<file path="src/rtl/cpu2_pkg.sv">
// cpu2_pkg: opcodes, instruction field positions, FSM state encoding and
// decode helpers shared by the cpu2 core and its register file.
package cpu2_pkg;

  localparam int INST_W = 16;
  localparam int NREGS  = 8;
  localparam int REG_AW = 3;
  localparam int IMM_W  = 9;

  // Instruction field bit positions
  localparam int OPC_MSB = 15;
  localparam int OPC_LSB = 12;
  localparam int RD_MSB  = 11;
  localparam int RD_LSB  = 9;
  localparam int RS1_MSB = 8;
  localparam int RS1_LSB = 6;
  localparam int RS2_MSB = 5;
  localparam int RS2_LSB = 3;
  localparam int IMM_MSB = 8;
  localparam int IMM_LSB = 0;

  // Opcodes; every other encoding executes as a NOP
  localparam logic [3:0] OP_LOADI = 4'h1;
  localparam logic [3:0] OP_ADD   = 4'h2;
  localparam logic [3:0] OP_SUB   = 4'h3;
  localparam logic [3:0] OP_AND   = 4'h4;
  localparam logic [3:0] OP_OR    = 4'h5;
  localparam logic [3:0] OP_SHL   = 4'h6;
  localparam logic [3:0] OP_SHR   = 4'h7;
  localparam logic [3:0] OP_JZ    = 4'h8;
  localparam logic [3:0] OP_HALT  = 4'hF;

  typedef enum logic [2:0] {
    S_FETCH  = 3'd0,
    S_DECODE = 3'd1,
    S_EXEC   = 3'd2,
    S_WB     = 3'd3,
    S_HALTED = 3'd4
  } state_e;

  typedef struct packed {
    logic [3:0]        op;
    logic [REG_AW-1:0] rd;
    logic [REG_AW-1:0] rs1;
    logic [REG_AW-1:0] rs2;
    logic [IMM_W-1:0]  imm;
  } dec_t;

  // Split an instruction word into its (overlapping) fields
  function automatic dec_t decode(input logic [INST_W-1:0] w);
    dec_t d;
    d.op  = w[OPC_MSB:OPC_LSB];
    d.rd  = w[RD_MSB:RD_LSB];
    d.rs1 = w[RS1_MSB:RS1_LSB];
    d.rs2 = w[RS2_MSB:RS2_LSB];
    d.imm = w[IMM_MSB:IMM_LSB];
    return d;
  endfunction

  // Ops that produce a register write in WB
  function automatic logic writes_reg(input logic [3:0] op);
    logic r;
    case (op)
      OP_LOADI, OP_ADD, OP_SUB, OP_AND, OP_OR, OP_SHL, OP_SHR: r = 1'b1;
      default: r = 1'b0;
    endcase
    return r;
  endfunction

  // Ops that update the Z/C flags (shifts deliberately leave them alone)
  function automatic logic sets_flags(input logic [3:0] op);
    logic r;
    case (op)
      OP_ADD, OP_SUB, OP_AND, OP_OR: r = 1'b1;
      default: r = 1'b0;
    endcase
    return r;
  endfunction

  // JZ tests the register named by rd, so rd is routed to read port A
  function automatic logic reads_rd(input logic [3:0] op);
    return (op == OP_JZ);
  endfunction

endpackage

</file>
<file path="src/rtl/cpu2_regfile.sv">
// cpu2_regfile: 8 x DATA_W register file, two combinational read ports,
// one synchronous write port, asynchronous active-low clear.
module cpu2_regfile
  import cpu2_pkg::*;
#(
  parameter int DATA_W = 16
) (
  input  logic              ck,
  input  logic              res,
  input  logic              we,
  input  logic [REG_AW-1:0] waddr,
  input  logic [DATA_W-1:0] wdata,
  input  logic [REG_AW-1:0] raddr_a,
  input  logic [REG_AW-1:0] raddr_b,
  output logic [DATA_W-1:0] rdata_a,
  output logic [DATA_W-1:0] rdata_b
);

  logic [DATA_W-1:0] regs [NREGS];

  // Storage: cleared on reset, written on the edge that ends WB
  always_ff @(posedge ck or negedge res) begin
    if (!res) begin
      for (int i = 0; i < NREGS; i++) begin
        regs[i] <= '0;
      end
    end else if (we) begin
      regs[waddr] <= wdata;
    end
  end

  assign rdata_a = regs[raddr_a];
  assign rdata_b = regs[raddr_b];

endmodule

</file>
<file path="src/rtl/cpu2_core.sv">
// cpu2_core: strictly sequential multicycle CPU core.
// FETCH -> DECODE -> EXEC -> WB -> FETCH, with HALTED as a terminal state.
// The writeback port (wb_en/wb_addr/wb_data) is presented during the WB
// cycle and the register file commits it on the edge that ends WB, the same
// edge that advances pc and instret.
module cpu2_core
  import cpu2_pkg::*;
#(
  parameter int DATA_W = 16,
  parameter int PC_W   = 8,
  parameter int CNT_W  = 16
) (
  input  logic              ck,
  input  logic              res,
  output logic              inst_req,
  output logic [PC_W-1:0]   pc,
  input  logic              inst_valid,
  input  logic [INST_W-1:0] inst,
  output logic              wb_en,
  output logic [REG_AW-1:0] wb_addr,
  output logic [DATA_W-1:0] wb_data,
  output logic              flag_z,
  output logic              flag_c,
  output logic              halted,
  output logic [CNT_W-1:0]  instret
);

  state_e            state;
  logic [INST_W-1:0] ir;
  dec_t              dec;
  logic [DATA_W-1:0] opa;
  logic [DATA_W-1:0] opb;
  logic [DATA_W-1:0] rdata_a;
  logic [DATA_W-1:0] rdata_b;
  logic [REG_AW-1:0] raddr_a;
  logic [DATA_W:0]   alu_out;
  logic [DATA_W-1:0] alu_res;
  logic              alu_cout;
  logic              jz_taken;
  logic [PC_W-1:0]   pc_next;

  // ALU: returns {carry/borrow, result}; the top bit is only meaningful
  // for ADD and SUB.
  function automatic logic [DATA_W:0] alu(
    input logic [3:0]        op,
    input logic [DATA_W-1:0] a,
    input logic [DATA_W-1:0] b,
    input logic [IMM_W-1:0]  imm
  );
    logic [DATA_W:0] r;
    r = '0;
    case (op)
      OP_LOADI: r = {1'b0, DATA_W'(imm)};
      OP_ADD:   r = {1'b0, a} + {1'b0, b};
      OP_SUB:   r = {1'b0, a} - {1'b0, b};  // top bit set iff a < b unsigned
      OP_AND:   r = {1'b0, a & b};
      OP_OR:    r = {1'b0, a | b};
      OP_SHL:   r = {1'b0, a << 1};
      OP_SHR:   r = {1'b0, a >> 1};
      default:  r = '0;
    endcase
    return r;
  endfunction

  assign dec      = decode(ir);
  assign raddr_a  = reads_rd(dec.op) ? dec.rd : dec.rs1;
  assign alu_out  = alu(dec.op, opa, opb, dec.imm);
  assign alu_res  = alu_out[DATA_W-1:0];
  assign alu_cout = alu_out[DATA_W];
  assign jz_taken = (dec.op == OP_JZ) && (opa == '0);
  assign pc_next  = jz_taken ? dec.imm[PC_W-1:0] : pc + PC_W'(1);

  // Fetch request is a pure state decode, forced low while reset is held
  assign inst_req = (state == S_FETCH) && res;

  cpu2_regfile #(
    .DATA_W (DATA_W)
  ) u_regfile (
    .ck      (ck),
    .res     (res),
    .we      (wb_en),
    .waddr   (wb_addr),
    .wdata   (wb_data),
    .raddr_a (raddr_a),
    .raddr_b (dec.rs2),
    .rdata_a (rdata_a),
    .rdata_b (rdata_b)
  );

  // Control FSM with all architectural state and registered outputs
  always_ff @(posedge ck or negedge res) begin
    if (!res) begin
      state   <= S_FETCH;
      ir      <= '0;
      opa     <= '0;
      opb     <= '0;
      pc      <= '0;
      flag_z  <= 1'b0;
      flag_c  <= 1'b0;
      wb_en   <= 1'b0;
      wb_addr <= '0;
      wb_data <= '0;
      halted  <= 1'b0;
      instret <= '0;
    end else begin
      case (state)
        S_FETCH: begin
          if (inst_valid) begin
            ir    <= inst;
            state <= S_DECODE;
          end
        end
        S_DECODE: begin
          opa   <= rdata_a;
          opb   <= rdata_b;
          state <= S_EXEC;
        end
        S_EXEC: begin
          if (writes_reg(dec.op)) begin
            wb_en   <= 1'b1;
            wb_addr <= dec.rd;
            wb_data <= alu_res;
          end
          if (sets_flags(dec.op)) begin
            flag_z <= (alu_res == '0);
            flag_c <= alu_cout;
          end
          state <= S_WB;
        end
        S_WB: begin
          wb_en   <= 1'b0;
          instret <= instret + CNT_W'(1);
          if (dec.op == OP_HALT) begin
            halted <= 1'b1;
            state  <= S_HALTED;
          end else begin
            pc    <= pc_next;
            state <= S_FETCH;
          end
        end
        S_HALTED: begin
          state <= S_HALTED;
        end
        default: begin
          state <= S_FETCH;
        end
      endcase
    end
  end

endmodule

</file>
<file path="config.mk">
export PLATFORM = sky130hd
export DESIGN_NAME = cpu2_core
export DESIGN_NICKNAME = d
export VERILOG_FILES = /design/src/rtl/cpu2_pkg.sv /design/src/rtl/cpu2_regfile.sv /design/src/rtl/cpu2_core.sv
export SDC_FILE = /design/constraint.sdc
export NUM_CORES = 1
export LEC_CHECK = 0
export BUFFER_PORTS_ARGS = -buffer_cell sky130_fd_sc_hd__buf_2
export CAP_MARGIN = 25
export CORE_UTILIZATION = 52
export CTS_CLUSTER_DIAMETER = 60
export DETAILED_ROUTE_END_ITERATION = 16
export GPL_TIMING_DRIVEN = 0
export PLACE_DENSITY = 0.73
export REMOVE_ABC_BUFFERS = 1
export SLEW_MARGIN = 20
export SYNTH_ARGS = -nofsm -noshare
export SYNTH_HDL_FRONTEND = slang
export SYNTH_SLANG_ARGS = --single-unit
</file>
<file path="constraint.sdc">
create_clock -name ck -period 7.2 [get_ports ck]
set_clock_uncertainty 0.2 [all_clocks]
set_input_delay 1.44 -clock ck [delete_from_list [all_inputs] [get_ports ck]]
set_output_delay 1.44 -clock ck [all_outputs]
set_load 0.05 [all_outputs]
</file>
==> results_dict.tcl <==
set metrics [dict create \
    status "completed" \
    grt_max_degree 95 \
    dr_wl_met3_mm 1.68 \
    r2r-end "flag_z$_DFFE_PN0P_" \
    hold_path_class "flop to flop" \
    clock_path_buffers 3 \
    initial_utilization_pct 53.6 \
    max_freq_mhz 193 \
    timing.hold.ws_ns 0.263 \
    setup_tns_ns 0 \
    synthSimpleGateAreaFrac_pct 10.2 \
    post-cts-setup-buffers 0 \
    postCtsHoldBufs 0 \
    synth_edf_count 0 \
    multi_input_area_mm2 0.00681 \
    route.met2.wl_mm 15.1 \
    synthAdderAreaFrac_pct 3.09 \
    rows 56 \
    final_core_util_pct 61.8 \
    coreArea_mm2 0.0238 \
    n_fill_cell 1830 \
    finalHoldViolations 0 \
    tightest_slew_ns 0.923 \
    clk_latency_ns 0.53 \
    crit_chain "clkinv_1, or3_1, o21ai_0, fa_1, nand2b_1, a21oi_1, o41ai_2, o21bai_1, xor2_1, a2111oi_0, nand4_1, nand2_1" \
    cpLargestDelayFamily "compound AO/OA/AOI/OAI gates" \
    dp_hpwl_mm 23.1 \
    cpPeakStageDelay_ns 0.77 \
    drt-initial-drc-count 788 \
    grt_pass1_vias 9081 \
    ys_seq_area_share_pct 44.5 \
    wl_per_cell_um 22.0 \
    path_class "flop to flop" \
    yosysWarnings 0 \
    synth_compound_area_share_pct 8.73 \
    syn2layout_area_growth_pct 15.3 \
    async_reset_ff_share_pct 100 \
    crit_arrival_ns 5.44 \
    synth-xor-area-share_pct 2.34 \
    dpl-instance-area_mm2 0.0137 \
    ant_nets 0 \
    cts_tree "done" \
    cp-start-kind "flop" \
    nets 1167 \
    overflow 0 \
    synth_area_mm2 0.0127 \
    hp-start "instret[15]$_DFFE_PN0P_" \
    viasPerCell 6.25 \
    timing.final.crit_share_pct 71.9 \
    min_to "instret[15]$_DFFE_PN0P_" \
    seq_area_mm2 0.00566 \
    rrSetupSlack_ns 2.02 \
    reg2regPathDepth 12 \
    groute.usage.overall_pct 26.8 \
    critical_path.max_fanout 20 \
    n_antenna_cell 0 \
    die_h_um 158 \
    cts_buffers 26 \
    synth_flop_cell "dfrtp_1" \
    drive_gt1_share_pct 33.6 \
    ys_seq_elements 226 \
    relSlewSlack_pct 38.4 \
    synth_mux_area_share_pct 28.6 \
    cts_htree_levels 1 \
    period_needed_ns 5.18 \
    synth_area_per_cell_um2 11.9 \
    cts_root_buffer "clkbuf_16" \
    wl_met1_mm 14.5 \
    end_kind "flop" \
    antenna_found_initial 0 \
    vias 9150 \
    drv_cap 0 \
    cts.sink_count 226 \
    post_synth_inst_count 1065 \
    grt_pass1_wl_mm 51.3 \
    wl_mm 32.2 \
    synth_top_family_by_area "multiplexers" \
    r2r-start "ir[13]$_DFFE_PN0P_" \
    drv_slew 0 \
    ios 67 \
    io_buffers 66 \
    cp_num_buf_inv 1 \
    die_w_um 158 \
    dieArea_mm2 0.0251 \
    rsz0062_at_grt "false" \
    drcViolationCount 0 \
    ys_types 71 \
    worstHoldPathCells 1 \
    path_clk_slew_ns 0.06 \
    finalSetupViolations 0 \
    cts_resized 0 \
    crit_required_ns 7.46 \
    final_area_mm2 0.0147 \
    maxUsedRoutingLayer "met4" \
    globalplace.congestion 0.946 \
    drtPass1Iterations 5 \
    cp_slowest_cell "dfrtp_1" \
]
## layout by cell type, fill, tap and decap left out, types with 5 or more instances in the layout
cell / synthesis / routed
dfrtp_1: 226 / 222
mux2_2: 155 / 155
nor2_1: 80 / 80
a21oi_1: 68 / 68
buf_2: 8 / 66
mux4_2: 64 / 64
nand2_1: 52 / 52
mux2i_1: 44 / 42
o21ai_0: 35 / 35
clkbuf_16: 0 / 27
xnor2_1: 21 / 21
ha_1: 21 / 21
nand3_1: 17 / 17
nor3_1: 16 / 14
inv_1: 13 / 13
xor2_1: 13 / 13
a31oi_1: 13 / 13
buf_4: 5 / 12
maj3_1: 11 / 11
nor4_1: 9 / 9
nand4_1: 9 / 9
nand2b_1: 8 / 8
nor2b_1: 8 / 8
buf_16: 0 / 8
o31ai_1: 7 / 7
nand3b_1: 7 / 7
buf_6: 0 / 7
nor3b_1: 9 / 6
and3_1: 6 / 6
a22oi_1: 6 / 6
clkbuf_8: 0 / 6
and2_1: 5 / 5
a21o_1: 5 / 5
o211ai_1: 5 / 5
## stage by stage
step	instances	setup WS (ns)
after floorplan	1000	2.49
after global placement	1385	-0.335
after detailed placement	1417	2.16
after CTS	1464	2.12
after global routing	1464	1.72
final	1464	2.02
## state kept, by name, summed over array words and instances (netlist names)
name	cells
wb_en	1
wb_data	16
wb_addr	3
flag_c	1
opb	16
flag_z	1
state	3
u_regfile.regs	128
ir	16
opa	16
instret	16
pc	8
halted	1
## cells by family after synthesis
| logic type | after synthesis |
|---|---|
| and+or+nand+nor | 252 |
| xor gates and xnor gates | 34 |
| AOI/OAI and AO/OA | 177 |
| DFF | 226 |
| buffers and inverters | 79 |
| muxes | 264 |
| adders and majority gates | 33 |
## synth_stat cells (all sizes together), types with 7 or more instances
cell type / instances / area [um2]
o31ai: 7 / 52.6
nand2: 52 / 195
ha: 21 / 263
xor2: 13 / 114
nor3: 18 / 100
nor3b: 10 / 80.1
nor2b: 8 / 50.1
mux2: 155 / 1750
a31oi: 13 / 81.3
xnor2: 21 / 184
a21oi: 68 / 340
o21ai: 35 / 175
nand3b: 7 / 52.6
mux4: 64 / 1440
nor2: 80 / 300
clkbuf: 42 / 158
maj3: 11 / 110
nor4: 9 / 56.3
nand2b: 8 / 50.1
nand3: 17 / 85.1
mux2i: 45 / 454
dfrtp: 226 / 5660
buf: 23 / 115
inv: 13 / 48.8
nand4: 9 / 56.3
## routing by layer
metal / vias up / track usage, %
met3: 57 / 3.46
li1: 4136 / -
met2: 286 / 43.3
met5: - / 0
met4: 0 / 9.20
met1: 4671 / 37.3
## worst max path at each step
stage,startpoint,to,slack [ns],cells past startpoint
floorplan,ir[12]$_DFFE_PN0P_,opa[0]$_DFFE_PN0P_,2.49,6
global placement,res,inst_req,-0.34,3
detailed placement,ir[13]$_DFFE_PN0P_,flag_z$_DFFE_PN0P_,2.16,12
CTS,ir[13]$_DFFE_PN0P_,flag_z$_DFFE_PN0P_,2.12,12
global route,ir[13]$_DFFE_PN0P_,flag_z$_DFFE_PN0P_,1.72,12
finish,ir[13]$_DFFE_PN0P_,flag_z$_DFFE_PN0P_,2.02,12
## final cells by class
type                       count  share of cell area [%]
clock buffer                  37                    5.27
clock inverter                10                    1.11
multi-input combinational    760                    46.4
tap                          319                    2.72
timing repair buffer          98                    5.48
sequential                   226                    38.6
inverter                      14                   0.358
Power is left out: the tool's default activity adds up to more than one toggle a clock period on the data nets, which glitch-free logic cannot reach.
